==> config.mk <==
export PLATFORM = sky130hd
export DESIGN_NAME = rectangle_masked_sbox_layer_seq_flat
export DESIGN_NICKNAME = d
export VERILOG_FILES = /design/src/rtl/rectangle_mask_pkg.sv /design/src/rtl/rectangle_masked_sbox_layer_seq_if.sv /design/src/rtl/rectangle_share_colbuf.sv /design/src/rtl/rectangle_masked_sbox_layer_seq.sv /design/src/flat_wrapper.sv
export SDC_FILE = /design/constraint.sdc
export NUM_CORES = 1
export LEC_CHECK = 0
export ABC_AREA = 1
export CAP_MARGIN = 20
export CORE_UTILIZATION = 40
export DETAILED_ROUTE_END_ITERATION = 6
export GPL_ROUTABILITY_DRIVEN = 0
export PLACE_DENSITY = 0.77
export SLEW_MARGIN = 20
export SYNTH_ARGS = -nofsm -noshare
export SYNTH_HDL_FRONTEND = slang
export SYNTH_SLANG_ARGS = --single-unit
==> constraint.sdc <==
create_clock -name clk -period 1.7 [get_ports clk]
set_input_delay 0.51 -clock clk [delete_from_list [all_inputs] [get_ports clk]]
set_output_delay 0.51 -clock clk [all_outputs]
set_load 0.05 [all_outputs]
==> src/rtl/rectangle_mask_pkg.sv <==
// Shared types and column helpers for the masked RECTANGLE S-box layer.
// Row r of a state occupies bits [16r+15:16r]; column j = {r3[j],r2[j],r1[j],r0[j]}.
package rectangle_mask_pkg;

  localparam int NSHARE  = 3;
  localparam int STATE_W = 64;
  localparam int ROW_W   = 16;
  localparam int COL_W   = 4;

  typedef enum logic [1:0] {
    IDLE,
    FEED,
    DRAIN,
    DONE
  } seq_state_e;

  function automatic logic [COL_W-1:0] get_col(
    input logic [STATE_W-1:0] st,
    input logic [3:0]         j
  );
    logic [STATE_W-1:0] sh;
    sh = st >> j;
    get_col = {sh[3*ROW_W], sh[2*ROW_W], sh[ROW_W], sh[0]};
  endfunction

  function automatic logic [STATE_W-1:0] put_col(
    input logic [STATE_W-1:0] st,
    input logic [3:0]         j,
    input logic [COL_W-1:0]   col
  );
    logic [STATE_W-1:0] m;
    logic [STATE_W-1:0] v;
    m = 64'h0001_0001_0001_0001 << j;
    v = {15'b0, col[3], 15'b0, col[2],
         15'b0, col[1], 15'b0, col[0]} << j;
    put_col = (st & ~m) | v;
  endfunction

endpackage

==> src/rtl/rectangle_masked_sbox_layer_seq_if.sv <==
// Column bus between the sequencer (master) and the masked S-box (slave).
// col_s*/col_vld go to the S-box; sb_s* return SBOX_LAT cycles later.
interface rectangle_masked_sbox_layer_seq_if;
  import rectangle_mask_pkg::*;

  logic [COL_W-1:0] col_s1;
  logic [COL_W-1:0] col_s2;
  logic [COL_W-1:0] col_s3;
  logic             col_vld;
  logic [COL_W-1:0] sb_s1;
  logic [COL_W-1:0] sb_s2;
  logic [COL_W-1:0] sb_s3;

  modport master (
    output col_s1, col_s2, col_s3, col_vld,
    input  sb_s1, sb_s2, sb_s3
  );

  modport slave (
    input  col_s1, col_s2, col_s3, col_vld,
    output sb_s1, sb_s2, sb_s3
  );

endinterface

==> src/rtl/rectangle_share_colbuf.sv <==
// One share's input state, column read mux and result column write.
// Ports: load_i/st_in_i latch, rd_idx_i->rd_col_o, wr_* write, res_nxt_o.
module rectangle_share_colbuf
  import rectangle_mask_pkg::*;
(
  input  logic               clk,
  input  logic               rst_n,
  input  logic               load_i,
  input  logic [STATE_W-1:0] st_in_i,
  input  logic [3:0]         rd_idx_i,
  output logic [COL_W-1:0]   rd_col_o,
  input  logic               wr_i,
  input  logic [3:0]         wr_idx_i,
  input  logic [COL_W-1:0]   wr_col_i,
  output logic [STATE_W-1:0] res_nxt_o
);

  logic [STATE_W-1:0] st_q;
  logic [STATE_W-1:0] st_d;
  logic [STATE_W-1:0] res_q;
  logic [STATE_W-1:0] res_d;

  // Column 0 is read straight from the input on the accept cycle.
  assign rd_col_o = get_col(load_i ? st_in_i : st_q, rd_idx_i);

  always_comb begin
    st_d  = load_i ? st_in_i : st_q;
    res_d = res_q;
    if (wr_i)
      res_d = put_col(res_q, wr_idx_i, wr_col_i);
  end

  assign res_nxt_o = res_d;

  always_ff @(posedge clk or negedge rst_n) begin
    if (!rst_n) begin
      st_q  <= '0;
      res_q <= '0;
    end else begin
      st_q  <= st_d;
      res_q <= res_d;
    end
  end

endmodule

==> src/rtl/rectangle_masked_sbox_layer_seq.sv <==
// Serial column driver/collector around the 3-share masked RECTANGLE S-box.
// Ports: start/st_in_s* in, busy/done/st_out_s* out, sb = column bus (master).
// Optional RECT_SBOX_ABORT_EN adds input abort to cancel FEED/DRAIN.
module rectangle_masked_sbox_layer_seq
  import rectangle_mask_pkg::*;
#(
  parameter int SBOX_LAT = 2,
  parameter int NCOL     = 16
) (
  input  logic               clk,
  input  logic               rst_n,
  input  logic               start,
  input  logic [STATE_W-1:0] st_in_s1,
  input  logic [STATE_W-1:0] st_in_s2,
  input  logic [STATE_W-1:0] st_in_s3,
  output logic               busy,
  output logic               done,
  output logic [STATE_W-1:0] st_out_s1,
  output logic [STATE_W-1:0] st_out_s2,
  output logic [STATE_W-1:0] st_out_s3,
  rectangle_masked_sbox_layer_seq_if.master sb
`ifdef RECT_SBOX_ABORT_EN
  , input logic              abort
`endif
);

  localparam logic [3:0] LAST = 4'(NCOL - 1);

  seq_state_e         st_q, st_d;
  logic [3:0]         feed_cnt_q, feed_cnt_d;
  logic [3:0]         cap_cnt_q, cap_cnt_d;
  logic               busy_q, busy_d;
  logic               done_q, done_d;
  logic               vld_q, vld_d;
  logic [SBOX_LAT-1:0] vd_q, vd_d;
  logic [COL_W-1:0]   col_q [NSHARE];
  logic [COL_W-1:0]   col_d [NSHARE];
  logic [STATE_W-1:0] out_q [NSHARE];
  logic [STATE_W-1:0] out_d [NSHARE];

  logic [STATE_W-1:0] in_st   [NSHARE];
  logic [COL_W-1:0]   rd_col  [NSHARE];
  logic [COL_W-1:0]   sb_col  [NSHARE];
  logic [STATE_W-1:0] res_nxt [NSHARE];

  logic       abort_w;
  logic       kill;
  logic       load;
  logic       wr;
  logic [3:0] rd_idx;

`ifdef RECT_SBOX_ABORT_EN
  assign abort_w = abort;
`else
  assign abort_w = 1'b0;
`endif

  assign in_st[0]  = st_in_s1;
  assign in_st[1]  = st_in_s2;
  assign in_st[2]  = st_in_s3;
  assign sb_col[0] = sb.sb_s1;
  assign sb_col[1] = sb.sb_s2;
  assign sb_col[2] = sb.sb_s3;

  assign kill   = abort_w && (st_q == FEED || st_q == DRAIN);
  assign load   = (st_q == IDLE) && start;
  assign rd_idx = (st_q == IDLE) ? 4'd0 : feed_cnt_q;
  // Tail of the valid delay line marks a live S-box result.
  assign wr     = vd_q[SBOX_LAT-1] && !kill;

  for (genvar s = 0; s < NSHARE; s++) begin : g_sh
    rectangle_share_colbuf u_buf (
      .clk      (clk),
      .rst_n    (rst_n),
      .load_i   (load),
      .st_in_i  (in_st[s]),
      .rd_idx_i (rd_idx),
      .rd_col_o (rd_col[s]),
      .wr_i     (wr),
      .wr_idx_i (cap_cnt_q),
      .wr_col_i (sb_col[s]),
      .res_nxt_o(res_nxt[s])
    );
  end

  always_comb begin
    st_d       = st_q;
    feed_cnt_d = feed_cnt_q;
    cap_cnt_d  = wr ? cap_cnt_q + 4'd1 : cap_cnt_q;
    busy_d     = busy_q;
    done_d     = 1'b0;
    vld_d      = 1'b0;
    vd_d       = SBOX_LAT'({vd_q, vld_q});
    col_d      = '{default: '0};
    out_d      = out_q;
    unique case (st_q)
      IDLE: begin
        if (start) begin
          st_d       = FEED;
          busy_d     = 1'b1;
          vld_d      = 1'b1;
          col_d      = rd_col;
          feed_cnt_d = 4'd1;
        end
      end
      FEED: begin
        vld_d      = 1'b1;
        col_d      = rd_col;
        feed_cnt_d = feed_cnt_q + 4'd1;
        if (feed_cnt_q == LAST)
          st_d = DRAIN;
      end
      DRAIN: begin
        // Publish on the final capture, bypassing the result register.
        if (wr && cap_cnt_q == LAST) begin
          st_d   = DONE;
          done_d = 1'b1;
          busy_d = 1'b0;
          out_d  = res_nxt;
        end
      end
      DONE: begin
        st_d = IDLE;
      end
    endcase
    if (kill) begin
      st_d       = IDLE;
      busy_d     = 1'b0;
      done_d     = 1'b0;
      vld_d      = 1'b0;
      col_d      = '{default: '0};
      feed_cnt_d = '0;
      cap_cnt_d  = '0;
      vd_d       = '0;
      out_d      = out_q;
    end
  end

  always_ff @(posedge clk or negedge rst_n) begin
    if (!rst_n) begin
      st_q       <= IDLE;
      feed_cnt_q <= '0;
      cap_cnt_q  <= '0;
      busy_q     <= 1'b0;
      done_q     <= 1'b0;
      vld_q      <= 1'b0;
      vd_q       <= '0;
      col_q      <= '{default: '0};
      out_q      <= '{default: '0};
    end else begin
      st_q       <= st_d;
      feed_cnt_q <= feed_cnt_d;
      cap_cnt_q  <= cap_cnt_d;
      busy_q     <= busy_d;
      done_q     <= done_d;
      vld_q      <= vld_d;
      vd_q       <= vd_d;
      col_q      <= col_d;
      out_q      <= out_d;
    end
  end

  assign busy       = busy_q;
  assign done       = done_q;
  assign sb.col_vld = vld_q;
  assign sb.col_s1  = col_q[0];
  assign sb.col_s2  = col_q[1];
  assign sb.col_s3  = col_q[2];
  assign st_out_s1  = out_q[0];
  assign st_out_s2  = out_q[1];
  assign st_out_s3  = out_q[2];

endmodule

==> src/flat_wrapper.sv <==
// flat-port wrapper written by rule: the top's interface ports become plain ports
module rectangle_masked_sbox_layer_seq_flat import rectangle_mask_pkg::*;
#(
  parameter int SBOX_LAT = 2,
  parameter int NCOL     = 16
)
  (clk, rst_n, start, st_in_s1, st_in_s2, st_in_s3, busy, done, st_out_s1, st_out_s2, st_out_s3, sb_col_s1, sb_col_s2, sb_col_s3, sb_col_vld, sb_sb_s1, sb_sb_s2, sb_sb_s3);
  rectangle_masked_sbox_layer_seq_if sb_i ();
  input  logic clk;
  input  logic rst_n;
  input  logic start;
  input  logic [STATE_W-1:0] st_in_s1;
  input  logic [STATE_W-1:0] st_in_s2;
  input  logic [STATE_W-1:0] st_in_s3;
  output logic busy;
  output logic done;
  output logic [STATE_W-1:0] st_out_s1;
  output logic [STATE_W-1:0] st_out_s2;
  output logic [STATE_W-1:0] st_out_s3;
  output wire logic [$bits(sb_i.col_s1)-1:0] sb_col_s1;
  output wire logic [$bits(sb_i.col_s2)-1:0] sb_col_s2;
  output wire logic [$bits(sb_i.col_s3)-1:0] sb_col_s3;
  output wire logic [$bits(sb_i.col_vld)-1:0] sb_col_vld;
  input wire logic [$bits(sb_i.sb_s1)-1:0] sb_sb_s1;
  input wire logic [$bits(sb_i.sb_s2)-1:0] sb_sb_s2;
  input wire logic [$bits(sb_i.sb_s3)-1:0] sb_sb_s3;
  assign sb_col_s1 = sb_i.col_s1;
  assign sb_col_s2 = sb_i.col_s2;
  assign sb_col_s3 = sb_i.col_s3;
  assign sb_col_vld = sb_i.col_vld;
  assign sb_i.sb_s1 = sb_sb_s1;
  assign sb_i.sb_s2 = sb_sb_s2;
  assign sb_i.sb_s3 = sb_sb_s3;
  rectangle_masked_sbox_layer_seq #(.SBOX_LAT(SBOX_LAT), .NCOL(NCOL)) u_core (.clk(clk), .rst_n(rst_n), .start(start), .st_in_s1(st_in_s1), .st_in_s2(st_in_s2), .st_in_s3(st_in_s3), .busy(busy), .done(done), .st_out_s1(st_out_s1), .st_out_s2(st_out_s2), .st_out_s3(st_out_s3), .sb(sb_i));
endmodule
==> Word-level counts from Yosys, hierarchy flattened <==
Index checks and enable logic that the tools add are counted.
{ "classes": {"bitwise": 7, "order_cmp": 0, "mul": 0, "mux": 22, "n_shift": 7, "n_eq_ne": 8, "n_div": 0, "reduce_logical": 9, "addsub": 2} }
{ "op_table": {"columns": ["cell", "n"], "rows": [
  ["64-bit 2-to-1 mux", 6],
  ["64-bit bitwise AND", 3],
  ["64-bit OR", 3],
  ["49-bit by 4-bit << shifter with 64-bit output", 3],
  ["64-bit by 4-bit right shift with 49-bit output", 3],
  ["64-bit inverter", 1],
  ["49-bit by 4-bit << shifter with 64-bit output, first input constant", 1],
  ["12-bit case mux with 2 select lines", 1],
  ["12-bit 2-to-1 mux", 1],
  ["4-bit by 1-bit adder with 4-bit output, second input constant", 2],
  ["4-bit == test, second input constant", 2],
  ["4-bit 2-to-1 mux", 2],
  ["2-bit case mux with 4 select lines", 1],
  ["4-bit case mux with 2 select lines", 1],
  ["2-bit 2-to-1 mux", 3],
  ["2-bit != test, second input constant", 3],
  ["3-bit AND reduction", 2],
  ["1-bit 2-to-1 mux", 5],
  ["2-bit == test, second input constant", 2],
  ["1-bit case mux with 2 select lines", 2],
  ["2-bit AND reduction", 2],
  ["2-bit nonzero test", 2],
  ["2-bit by 1-bit == test with 1-bit output, second input constant", 1],
  ["1-bit logical AND", 2],
  ["2-bit zero test", 1]
]} }
{ "word_totals": {"rom_bits": 0, "wordCells": 74, "mem_bits_rw": 0, "latch_bits": 0, "output_inout_bits": 207, "memories": 0, "register_bits": 603, "in_bits": 207} }

==> Depth between registers and ports, before layout <==
Gate-level depths: netlist (run 1).
{ "depth": {"ltp_word": 6, "depth_mapped": 14, "depth_no_buf": 12} }

==> Modules after synthesis <==
From an unflattened synthesis (run 1), not the netlist that was laid out.
{ "hier_totals": {"hier_cells": 2944, "area_unflattened_um2": 25353.1} }
{ "modules_own_cells": {"columns": ["module", "seq_area_each_um2", "area_each_um2", "n_inst", "cells_per_inst"], "rows": [
  ["rectangle_share_colbuf", 3203.1, 5647.9, 3, 672],
  ["rectangle_masked_sbox_layer_seq", 5480.3, 8409.3, 1, 928]
]} }

==> Least setup slack after synthesis (run 1) <==
Ideal clock, no wire load.
{ "synth_path": {"path_kind": "register to register", "startpoint": "register u_core.st_q[0]", "endpoint": "register u_core.col_q, in the netlist u_core.sb.col_s2[1]", "synth_period_minus_slack_ns": 1.771, "t_arrival_ns": 1.654, "slack_ns": -0.071, "path_buffers": 3, "path_stages_with_launch": 15, "setup_ns": 0.117, "required_time_ns": 1.583, "cell_sequence": "dfrtp_1 -> inv_1 -> ha_1 -> buf_4 -> nand2_2 -> inv_2 -> buf_4 -> buf_2 -> nand2_1 -> nand3_1 -> nand3_1 -> nand3_1 -> nand3_1 -> nand2_1 -> nor2_1"} }
{ "synth_rtl": {"columns": ["item", "line_no", "source"], "rows": [
  ["start: declaration", "rectangle_masked_sbox_layer_seq.sv:29", "seq_state_e st_q, st_d;"],
  ["start signal: assignment", "rectangle_masked_sbox_layer_seq.sv:151", "st_q <= st_d;"],
  ["end signal: assignment", "rectangle_masked_sbox_layer_seq.sv:158", "col_q <= col_d;"],
  ["end: declaration", "rectangle_masked_sbox_layer_seq.sv:36", "logic [COL_W-1:0] col_q [NSHARE];"]
]} }

==> flow_summary.json, run 1 <==
{
  "worst_slew_pin_slew_ns": 0.547,
  "vias_per_cell": 5.39,
  "max_slew_margin_pct": 63.5,
  "setup_ws_ns": -0.286,
  "busiest_layer": "met2",
  "synth.net_count": 3362,
  "num_vias": 25500,
  "seqCellArea_sq_um": 15100,
  "drt_iter0_drc": 3079,
  "drcViolationCount": 0,
  "io_pins": 414,
  "met2_usage_pct": 42.0,
  "fin_skew_ns": 0.0509,
  "drt-total-wl_um": 93100,
  "netlist_area_sq_um": 26100,
  "period_needed_ns": 1.99,
  "seq_area_frac_synth_pct": 57.7,
  "required_ns": 2.27,
  "cap_viol_max_count": 0,
  "endpoint_kind": "flop",
  "first_pass_iters": 6,
  "die-area_sq_um": 66400,
  "drtAntennaViolNets": 0,
  "die_y_um": 258,
  "fin_tns_setup_ns": -9.38,
  "critPathMaxFanout": 8,
  "fin_crit_sh_pct": 117,
  "critical-path-top-delay-family": "simple AND/OR/NAND/NOR gates",
  "fin_area_sq_um": 39300,
  "p_total_uw": 77400,
  "placed_area_sq_um": 35100,
  "worst_path_max_delay_cell": "dfrtp_1",
  "synth_warnings": 0,
  "peakVddDrop_mv": 0.840,
  "startpoint_type": "flop",
  "dp_hpwl_um": 60600,
  "outcome": "complete, but fails checks",
  "grt_use_met3_pct": 5.47,
  "met1_usage_pct": 33.0,
  "antenna_found_initial": 14,
  "crit_buf_inv": 5,
  "root_buffer": "clkbuf_16",
  "fillers": 4933,
  "cts_tree": "yes",
  "start_util_pct": 40.5,
  "r2r_cells": 15,
  "coreArea_sq_um": 64500,
  "grt_max_degree": 91,
  "cpPeakStageDelay_ns": 0.39,
  "groute.usage.overall_pct": 25.7,
  "finalHoldViolations": 0,
  "hold_class": "input port to asynchronous set/reset pin",
  "multi_input_area_sq_um": 9780,
  "setup_violations": 191,
  "stdcell_count": 4722,
  "numCtsBuffers": 61,
  "ctsHtreeMaxLevel": 2,
  "cp_cell_sequence": "inv_2, ha_4, nand2_8, buf_12, clkinv_8, clkbuf_16, buf_8, nand2_1, nand2_2, nand2_1, nand3_1, nand3_1, nand3_1, nand2_1, nor2_1",
  "cp.arrival_ns": 2.55,
  "grt_pass1_wl_um": 134000,
  "area_delta_synth_final_pct": 50.5,
  "cts_num_sinks": 603,
  "layout-drive-gt1-share_pct": 22.6,
  "die_w_um": 258,
  "clk_latency_ns": 0.65,
  "drv_slew": 0,
  "final_common_cell": "nand2_1",
  "wl_per_cell_um": 19.7,
  "synth_cell_types": 30,
  "path_clk_slew_ns": 0.06,
  "worstSetupPathType": "flop to flop",
  "violations": "setup timing",
  "num_rows": 93,
  "layout.nets": 4025,
  "power_density_nw_per_um2": 1970,
  "numPortBuffers": 413,
  "synth_seq_cells": 603,
  "grt.overflow.total": 0,
  "avgSynthCellArea_sq_um": 8.31,
  "clockBufferDepth": 3,
  "finish.utilization_pct": 61.0,
  "grt_pass1_vias": 24100,
  "fmax_ghz": 0.504,
  "mostFrequentLayoutCells": "nand2_1 (1243), dfrtp_1 (565), buf_4 (285)",
  "synthCells": 3144,
  "rsz0062_at_grt": "yes",
  "dp.cells": 4442,
  "cp.depth": 15,
  "leakagePower_uw": 0.0186
}
==> final timing paths <==
| check | start | endpoint | slack, ns |
|---|---|---|---|
| max in group asynchronous | rst_n | u_core.st_out_s2[47] | 0.56 |
| min reg2reg | u_core.vd_q[0] | u_core.vd_q[1] | 0.40 |
| max reg2reg | u_core.st_q[0] | u_core.sb.col_s1[0] | -0.29 |
| min in group clk | u_core.vd_q[0] | u_core.vd_q[1] | 0.40 |
| min | rst_n | u_core.vd_q[0] | 0.33 |
| max | u_core.st_q[0] | u_core.sb.col_s1[0] | -0.29 |
==> logic make-up (layout without fill, tap and decap cells) <==
logic type      Yosys count  count (layout)  synth area share, %
fa+ha+maj                11              11                0.527
buf+inv                 401            1114                 6.68
simple gates           1672            1672                 25.7
other cells               0              10                    0
flops                   603             603                 57.7
compound gates          455             455                 9.29
xor+xnor                  2               2               0.0670
==> Yosys cell counts <==
cell type	instances	share of area (%)
a211oi_1	1	0.029
a21oi_1	8	0.15
and2_1	22	0.53
buf_1	16	0.23
buf_2	75	1.4
buf_4	19	0.55
buf_6	10	0.43
clkbuf_1	85	1.2
clkbuf_2	1	0.019
clkinv_1	1	0.014
dfrtp_1	603	58
ha_1	11	0.53
inv_1	186	2.7
inv_2	8	0.11
nand2_1	1285	18
nand2_2	1	0.024
nand3_1	293	5.6
nand4_1	1	0.024
nor2_1	66	0.95
nor2_2	1	0.024
nor2_4	1	0.043
nor3_1	1	0.019
o21a_1	45	1.3
o21ai_0	233	4.5
o21ai_1	157	3.0
o21ai_2	9	0.30
o22ai_1	2	0.048
or2_4	1	0.034
xnor2_1	1	0.034
xor2_1	1	0.034
==> state kept, by name (all words and copies together) (netlist names) <==
name                     flops
u_core.busy                  1
u_core.cap_cnt_q             4
u_core.done                  1
u_core.feed_cnt_q            4
u_core.g_sh.u_buf.res_q    192
u_core.g_sh.u_buf.st_q     192
u_core.sb.col_s1             4
u_core.sb.col_s2             4
u_core.sb.col_s3             4
u_core.sb.col_vld            1
u_core.st_out_s1            64
u_core.st_out_s2            64
u_core.st_out_s3            64
u_core.st_q                  2
u_core.vd_q                  2
==> power breakdown <==
group / leakage [uW] / total, uW / switching [uW] / internal (uW)
clock: 0.00103 / 13800 / 5880 / 7930
combinational: 0.0111 / 39500 / 22200 / 17300
sequential: 0.00643 / 24100 / 3750 / 20400
==> per-stage QoR <==
stage	setup WS, ns	hold WS (ns)
3_3_place_gp	-0.758	0.374
5_1_grt	-0.381	0.320
4_1_cts	-0.195	0.300
2_1_floorplan	-0.0268	0.214
6_report	-0.286	0.327
3_5_place_dp	-0.807	0.372
==> final cells by class <==
cell class | instances | share of cell area [%]
multi-input combinational | 2140 | 24.9
timing repair buffer | 804 | 26.5
antenna | 10 | 0.0636
inverter | 195 | 1.97
timing repair inverter | 2 | 0.0827
clock inverter | 26 | 0.747
sequential | 603 | 38.5
clock buffer | 87 | 4.53
tap | 855 | 2.72
==> repair_timing <==
| action | 4_1_cts | 5_1_grt |
|---|---|---|
| cloned | 5 | 13 |
| setup endpoints to repair | 433 | 420 |
| hold buffers | 1 | 0 |
| setup buffers | 67 | 71 |
| hold endpoints to repair | 117 | 0 |
| pin swaps | 3 | 37 |
| resized for setup | 80 | 201 |
==> routing by layer <==
layer	vias up	wire (um)
met4	8	4420
met3	336	8980
met1	12200	34300
met2	1572	45300
met5	-	65
li1	11300	-
Power figures use the tool's default switching activity.
==> inputs of run 2 (changes only) <==
CTS_CLUSTER_DIAMETER = 60   (was unset)
==> run 2 against run 1 <==
  * The flow finishes with violations (DRC, setup timing)
  * Wire length rose by 2.3%
  * Critical path type unchanged
  * Non-clock buffer count rose by 21
  * Via count rose by 1.4%
  * Highest routed layer unchanged
  * Die area did not move
  * Worst hold slack improved by 0.019 ns
  * Global-route usage rose by 0.88 points
  * Combinational power rose by 4%
  * Sequential share of layout area fell by 0.60 points
  * Critical path depth fell by 1
==> flow_summary.json, run 2 (same netlist as run 1, synthesis figures left out) <==
{
  "worstSetupPathType": "flop to flop",
  "fmax_ghz": 0.503,
  "cts_num_sinks": 603,
  "layout.nets": 4044,
  "endpoint_kind": "flop",
  "fin_hold_ws_ns": 0.346,
  "peakVddDrop_mv": 0.996,
  "start_util_pct": 40.5,
  "vias_per_cell": 5.45,
  "area_delta_synth_final_pct": 52.9,
  "drt-total-wl_um": 95300,
  "layout-drive-gt1-share_pct": 24.8,
  "required_ns": 2.27,
  "rsz0062_at_grt": "yes",
  "setup_violations": 182,
  "multi_input_area_sq_um": 10100,
  "drv_slew": 0,
  "setup_ws_ns": -0.290,
  "worst_slew_pin_slew_ns": 0.546,
  "startpoint_type": "flop",
  "antenna_found_initial": 10,
  "groute.usage.overall_pct": 26.6,
  "clockBufferDepth": 3,
  "fin_area_sq_um": 40000,
  "seqCellArea_sq_um": 15100,
  "leakagePower_uw": 0.0188,
  "period_needed_ns": 1.99,
  "die_y_um": 258,
  "io_pins": 414,
  "numCtsBuffers": 61,
  "dp_hpwl_um": 60600,
  "grt_max_degree": 91,
  "cp.arrival_ns": 2.56,
  "coreArea_sq_um": 64500,
  "final_common_cell": "nand2_1",
  "finalHoldViolations": 0,
  "grt_pass1_vias": 24700,
  "fillers": 4791,
  "die_w_um": 258,
  "drt_iter0_drc": 3295,
  "outcome": "complete, but fails checks",
  "placed_area_sq_um": 35100,
  "clk_latency_ns": 0.65,
  "power_density_nw_per_um2": 1980,
  "grt_pass1_wl_um": 139000,
  "critPathMaxFanout": 11,
  "grt.overflow.total": 0,
  "die-area_sq_um": 66400,
  "num_rows": 93,
  "rr_startpoint": "u_core.st_q[0]",
  "mostFrequentLayoutCells": "nand2_1 (1206), dfrtp_1 (567), buf_4 (288)",
  "fin_tns_setup_ns": -9.10,
  "cap_viol_max_count": 0,
  "ctsHtreeMaxLevel": 2,
  "root_buffer": "clkbuf_16",
  "max_slew_margin_pct": 63.6,
  "numPortBuffers": 413,
  "fin_skew_ns": 0.0636,
  "path_clk_slew_ns": 0.06,
  "first_pass_iters": 7,
  "num_vias": 25800,
  "drcViolationCount": 6,
  "dpl_worst_slack_ns": -0.807,
  "cts_tree": "yes",
  "crit_path_start": "u_core.st_q[0]",
  "p_total_uw": 79100,
  "wl_per_cell_um": 20.1,
  "fin_crit_sh_pct": 117,
  "largestRegisters": "u_core.g_sh.u_buf.res_q: 192 flops, u_core.g_sh.u_buf.st_q: 192 flops",
  "hold_class": "input port to asynchronous set/reset pin",
  "violations": "DRC, setup timing",
  "drtAntennaViolNets": 0
}
==> run 2: changes by cell type in the layout (fill, tap and decap cells not counted), sizes merged <==
| cell | delta |
|---|---|
| inv | +1 |
| clkinv | -7 |
| diode | -1 |
| buf | +22 |
| clkinvlp | -1 |
| clkbuf | +3 |
==> run 2: metrics by stage <==
stage                     util (%)  cells
final                         62.0   4739
after global routing          62.0   4737
after CTS                     59.9   4650
after detailed placement      54.4   4442
after global placement        54.4   4442
after floorplan                  -   3144
==> run 2: final timing paths <==
path,to,slack (ns),depth (start not counted)
worst max-delay path,u_core.sb.col_s3[0],-0.29,14
worst min-delay path,u_core.g_sh[2].u_buf.res_q[15],0.35,2
worst max register to register,u_core.sb.col_s3[0],-0.29,14
worst min register to register,u_core.vd_q[1],0.39,0
max in group asynchronous,u_core.st_out_s2[37],0.54,4
min in group clk,u_core.vd_q[1],0.39,0
==> run 2: final cells by class <==
class                      instances  area share [%]
sequential                       603            37.9
timing repair buffer             825            27.0
multi-input combinational       2140            25.2
clock buffer                      91            4.63
tap                              855            2.68
inverter                         195            1.94
clock inverter                    21           0.667
antenna                            9          0.0564
==> run 2: timing repair <==
item / 4_1_cts / 5_1_grt
pin swaps: 45 / 56
cloned: 9 / 9
endpoints found under the hold margin: 108 / 0
setup buffers: 86 / 75
setup endpoints to repair: 438 / 407
hold buffers: 1 / 0
resized for setup: 160 / 223
==> run 2: power by group <==
part | switching (uW) | internal, uW
logic | 22800 | 18100
clock network | 5920 | 8140
registers | 3850 | 20400
==> run 2: worst max-delay path: stages (launching register included) <==
cell and delay [ns]:
dfrtp_1 0.38, inv_2 0.08, ha_4 0.20, nand2_8 0.12, inv_12 0.13, buf_6 0.14
buf_16 0.15, nand2_1 0.12, nand2_1 0.13, nand2_1 0.09, nand3_2 0.07, nand3_2 0.06
nand3_2 0.06, nand2_1 0.06, nor2_1 0.13
==> run 2: per-layer routing <==
layer	part of all wire, %	track usage (%)	up-vias
li1	-	-	11400
met1	37	34.0	12300
met2	48	43.4	1776
met3	9.9	5.40	365
met4	5.3	12.1	4
met5	0.023	0	-
